--- src/rtl/vga_timing_reader.sv ---
// vga_timing_reader: VGA raster timing that requests pixels from a double buffer and drives the DAC one cycle later
module vga_timing_reader #(
    parameter int H_ACTIVE = 640,
    parameter int H_FRONT  = 16,
    parameter int H_SYNC   = 96,
    parameter int H_BACK   = 48,
    parameter int V_ACTIVE = 480,
    parameter int V_FRONT  = 10,
    parameter int V_SYNC   = 2,
    parameter int V_BACK   = 33
) (
    input  logic       clk,
    input  logic       reset,
    output logic       readEnable,
    input  logic [7:0] inRed,
    input  logic [7:0] inGreen,
    input  logic [7:0] inBlue,
    output logic [7:0] vgaRed,
    output logic [7:0] vgaGreen,
    output logic [7:0] vgaBlue,
    output logic       hsync,
    output logic       vsync,
    output logic       blankN,
    output logic       frameStart,
    output logic [9:0] pixelX,
    output logic [9:0] pixelY
);
    typedef enum logic [1:0] {ACTIVE, FRONT, SYNC, BACK} region_t;
    localparam logic [9:0] H_A_END = 10'(H_ACTIVE - 1);
    localparam logic [9:0] H_F_END = 10'(H_ACTIVE + H_FRONT - 1);
    localparam logic [9:0] H_S_END = 10'(H_ACTIVE + H_FRONT + H_SYNC - 1);
    localparam logic [9:0] H_LAST  = 10'(H_ACTIVE + H_FRONT + H_SYNC + H_BACK - 1);
    localparam logic [9:0] V_A_END = 10'(V_ACTIVE - 1);
    localparam logic [9:0] V_F_END = 10'(V_ACTIVE + V_FRONT - 1);
    localparam logic [9:0] V_S_END = 10'(V_ACTIVE + V_FRONT + V_SYNC - 1);
    localparam logic [9:0] V_LAST  = 10'(V_ACTIVE + V_FRONT + V_SYNC + V_BACK - 1);
    logic [9:0] h_count, v_count;
    logic       h_wrap;
    region_t    h_state, v_state;
    function automatic region_t next_region(input region_t s, input logic [9:0] c,
                                            input logic [9:0] a_end, input logic [9:0] f_end,
                                            input logic [9:0] s_end, input logic [9:0] last);
        return (s == ACTIVE && c == a_end) ? FRONT :
               (s == FRONT  && c == f_end) ? SYNC  :
               (s == SYNC   && c == s_end) ? BACK  :
               (s == BACK   && c == last)  ? ACTIVE : s;
    endfunction
    always_comb begin
        h_wrap     = h_count == H_LAST;
        readEnable = reset && h_state == ACTIVE && v_state == ACTIVE;
        frameStart = reset && h_count == '0 && v_count == '0;
        pixelX     = h_count;
        pixelY     = v_count;
    end
    always_ff @(posedge clk) begin
        if (!reset) begin
            h_count  <= '0;
            v_count  <= '0;
            h_state  <= ACTIVE;
            v_state  <= ACTIVE;
            hsync    <= 1'b1;
            vsync    <= 1'b1;
            blankN   <= 1'b0;
            vgaRed   <= '0;
            vgaGreen <= '0;
            vgaBlue  <= '0;
        end else begin
            h_count <= h_wrap ? '0 : h_count + 10'd1;
            h_state <= next_region(h_state, h_count, H_A_END, H_F_END, H_S_END, H_LAST);
            if (h_wrap) begin
                v_count <= (v_count == V_LAST) ? '0 : v_count + 10'd1;
                v_state <= next_region(v_state, v_count, V_A_END, V_F_END, V_S_END, V_LAST);
            end
            // buffer data arrives one cycle after the request, so sync and blank are delayed to match
            hsync    <= h_state != SYNC;
            vsync    <= v_state != SYNC;
            blankN   <= readEnable;
            vgaRed   <= readEnable ? inRed   : '0;
            vgaGreen <= readEnable ? inGreen : '0;
            vgaBlue  <= readEnable ? inBlue  : '0;
        end
    end
endmodule

--- config.mk ---
export PLATFORM = sky130hd
export DESIGN_NAME = vga_timing_reader
export DESIGN_NICKNAME = d
export VERILOG_FILES = /design/src/rtl/vga_timing_reader.sv
export SDC_FILE = /design/constraint.sdc
export NUM_CORES = 1
export LEC_CHECK = 0
export CORE_MARGIN = 1
export CORE_UTILIZATION = 44
export DETAILED_ROUTE_END_ITERATION = 10
export PLACE_DENSITY = 0.84
export SYNTH_ARGS = -nofsm -noshare
export SYNTH_HDL_FRONTEND = slang
export SYNTH_SLANG_ARGS = --single-unit
--- constraint.sdc ---
create_clock -name clk -period 2.31 [get_ports clk]
set_input_delay 0.3465 -clock clk [delete_from_list [all_inputs] [get_ports clk]]
set_output_delay 0.3465 -clock clk [all_outputs]
set_load 0.01 [all_outputs]
==> flow_summary_export.csv, run 1 <==
group,metric,value,unit
clocking,cts_tree,"done",
route,drtAntennaViolNets,0,
synth,synth.avg_cell_area,9.40,um^2
route,via_per_inst,5.23,
worst_hold_path,hp-start,"v_state[1]$_SDFFE_PN0P_",
floorplan,die_height,70.1,um
finish,fin_nets,333,
global_routing,grt_pass1_wl,7.78,mm
timing,relSlewSlack,72.4,%
setup_path,worstPathCellList,"inv_1, ha_1, nor4b_1, nand3_1, nor4_2, dlygate4sd2_1",
global_routing,antenna_found_initial,0,
timing,fin_crit_sh,93.0,%
worst_hold_path,hold_path_depth,1,
synth,synth_cell_types,37,
setup_path,slowest_delay,0.36,ns
timing,final_max_slew_viol_count,0,
placed_design,gp_congestion,0.840,
timing,fmax,0.466,GHz
synth,netlist_area,2040,um^2
worst_hold_path,hold_end,"vsync$_SDFF_PN1_",
setup_path,path_class,"reg2out",
synth,syn-instance-count,217,
route,route.detailed.drc,0,
worst_hold_path,min_path_type,"reg2reg",
run_status,outcome,"complete, no violations",
clocking,postCtsSetupRepairBufs,0,
power,powerDensity,566,nW/um^2
timing,rsz0062_at_grt,"false",
finish,syn_to_final_growth,46.8,%
clocking,clk_path_buf_depth,2,
synth,ys_warn_count,0,
timing,finalSetupViolations,0,
synth,synth_top_cell_by_area,"dfxtp_1",
placed_design,io_buffers,74,
clocking,numCtsBuffers,5,
synth,netlist.area_leader.share,50.1,%
route,drt_wl_total,4.72,mm
setup_path,worstSetupStartpointType,"register",
timing,period_needed,2.15,ns
clocking,clock-sinks,51,
timing,fin_ws,0.162,ns
floorplan,core_region_area,4410,um^2
setup_path,r2r_start,"pixelX[0]$_SDFF_PP0_",
clocking,clock-root-buffer,"clkbuf_8",
setup_path,r2r-end,"pixelY[3]$_SDFFE_PN0P_",
synth,synth_seq_cells,51,
clocking,htree_levels,2,
setup_path,reg2reg_depth,5,
synth,syn_nets,248,
timing,worstMarginPinSlew,0.409,ns
power,ir_drop,0.456,mV
power,leakage,0.00113,uW
finish,num_antenna_cells,0,
placed_design,hpwl,3.54,mm
timing,finClkSkew,0.00602,ns
global_routing,grt_pass1_vias,1698,
global_routing,grt_remaining_overflow,0,
run,cap_violations,0,
setup_path,worstPathMaxFanout,6,
floorplan,start_util,46.2,%
clocking,clk_latency,0.30,ns
setup_path,cpLargestDelayFamily,"simple AND/OR/NAND/NOR gates",
global_routing,grt_max_degree,25,
route,vias,1851,
global_routing,track_usage,20.0,%
clocking,ctsHoldBuffers,0,
route,dr.pass1.iters,4,
setup_path,arrival,1.80,ns
synth,ys_seq_area_share,50.1,%
finish,drive_above_1_share,7.95,%
timing,finalSetupTns,0,ns
setup_path,regToRegSetupSlack,0.44,ns
clocking,path_clk_slew,0.09,ns
setup_path,worstPathRequired,1.96,ns
floorplan,rows,24,
floorplan,num_io_pins,75,
setup_path,cpMaxStageDelayCell,"dfxtp_1",
route,drt_iter0_markers,130,
finish,fillers,329,
synth,synth.area.top_cells,"dfxtp_1 (50%), and2_1 (7.4%), nor2_1 (4.8%), nand3_1 (3.7%), nand2_1 (3.5%)",
floorplan,die_w,70.1,um
setup_path,critPathBufInv,2,
route,wl_per_cell,13.3,um
timing,finalHoldViolations,0,
placed_design,dp_slack,0.0315,ns
setup_path,critPathCaptureType,"primary output",
floorplan,dieArea,4910,um^2
-- metal layers --
metal,GRT usage (%),part of all wire [%]
met1,22.6,41
met2,32.6,47
met3,10.1,11
met4,6.89,1.3
met5,0,0
-- sequential cells by signal, indices dropped and copies added (netlist names) --
register / cells
blankN: 1
h_state: 2
hsync: 1
pixelX: 10
pixelY: 10
v_state: 2
vgaBlue: 8
vgaGreen: 8
vgaRed: 8
vsync: 1
-- synth_stat cells --
master,instances
or4_4,1
inv_1,5
nor3_1,7
nand4_1,2
a31oi_1,4
nand3_2,1
a21oi_1,3
a2111o_1,1
or3_1,1
nor4b_1,2
nor2_1,26
xnor2_1,7
buf_6,3
nand2_1,19
buf_2,1
o31a_1,1
nand3b_1,2
nor4_1,5
ha_1,5
nor4b_2,1
nor3_4,1
a22oi_1,2
o21ai_0,2
o221a_1,1
clkinv_1,1
nand3_1,15
nor3_2,1
and4_1,1
clkbuf_1,2
nor2b_1,2
and2_1,24
or2_2,1
or4b_1,2
nand2b_1,1
xor2_1,8
dfxtp_1,51
and3_1,5
-- stage by stage --
stage / total power, uW / hold slack [ns] / area [um^2] / cells / util [%]
finish: 1700 / 0.499 / 2990 / 354 / 67.8
detailed placement: 1110 / 0.471 / 2870 / 347 / 65.1
floorplan: 992 / 0.428 / 2040 / 217 / -
CTS: 1700 / 0.493 / 2990 / 354 / 67.6
global route: 1750 / 0.534 / 2990 / 354 / 67.8
global placement: 1100 / 0.470 / 2870 / 347 / 65.1
-- layout make-up --
type / count / area (um^2) / area share, %
clock inverters: 2 / 37.5 / 1.25
flip-flops and latches: 51 / 1020 / 34.1
inverters: 6 / 22.5 / 0.752
clock buffers: 5 / 68.8 / 2.30
multi-input cells: 154 / 962 / 32.1
repair buffers: 84 / 817 / 27.3
well taps: 52 / 65.1 / 2.17
-- worst max-delay path by stage --
| stage | start | endpoint | slack [ns] | cells past startpoint |
|---|---|---|---|---|
| 2_1_floorplan | pixelY[4]$_SDFFE_PN0P_ | frameStart | 0.56 | 2 |
| 4_1_cts | v_state[1]$_SDFFE_PN0P_ | readEnable | 0.008 | 3 |
| 6_report | pixelX[0]$_SDFF_PP0_ | frameStart | 0.16 | 6 |
| 5_1_grt | pixelX[0]$_SDFF_PP0_ | frameStart | 0.02 | 6 |
| 3_3_place_gp | reset | frameStart | 0.02 | 4 |
| 3_5_place_dp | reset | frameStart | 0.03 | 4 |
-- what timing repair did --
action,CTS,global route
endpoints found under the setup margin,1,1
resized for setup,2,2
pin swaps,0,0
-- report_power, final --
part           internal [uW]  switching [uW]
registers                907            12.3
clock network            317             293
logic                    108            58.7
-- placed cells by master, fill, tap and decap left out, drive strengths merged, types with 2 or more instances in the layout --
cell            n
nand3b          2
clkbuf          5
nand3          16
a31oi           4
and2           24
dfxtp          51
and3            5
nand4           2
clkdlybuf4s50  72
nor3            9
or4b            2
xor2            8
xnor2           7
o21ai           2
nor4            5
ha              5
nor4b           3
nand2          19
inv             5
a22oi           2
a21oi           3
buf            10
nor2           26
nor2b           2
-- cells by family (layout without fill, tap and decap cells) --
logic type / count (synthesis) / in the layout / share of synthesized area, %
simple gates: 120 / 120 / 32.3
fa+ha+maj: 5 / 5 / 3.07
buf+inv: 12 / 97 / 3.37
compound gates: 14 / 14 / 4.72
xor+xnor: 15 / 15 / 6.44
flops: 51 / 51 / 50.1
-- worst reg2reg max path: stages (launching register included) --
cell	delay [ns]
dfxtp_1	0.42
ha_1	0.24
and4_1	0.32
nand3_2	0.17
or4b_1	0.53
a21oi_1	0.14
Power figures use the tool's default switching activity.
==> run 2: changes to the inputs <==
- SLEW_MARGIN: not set -> 20
==> results of run 2 <==
The final DEF is identical to that of run 1; final timing and power are the same.
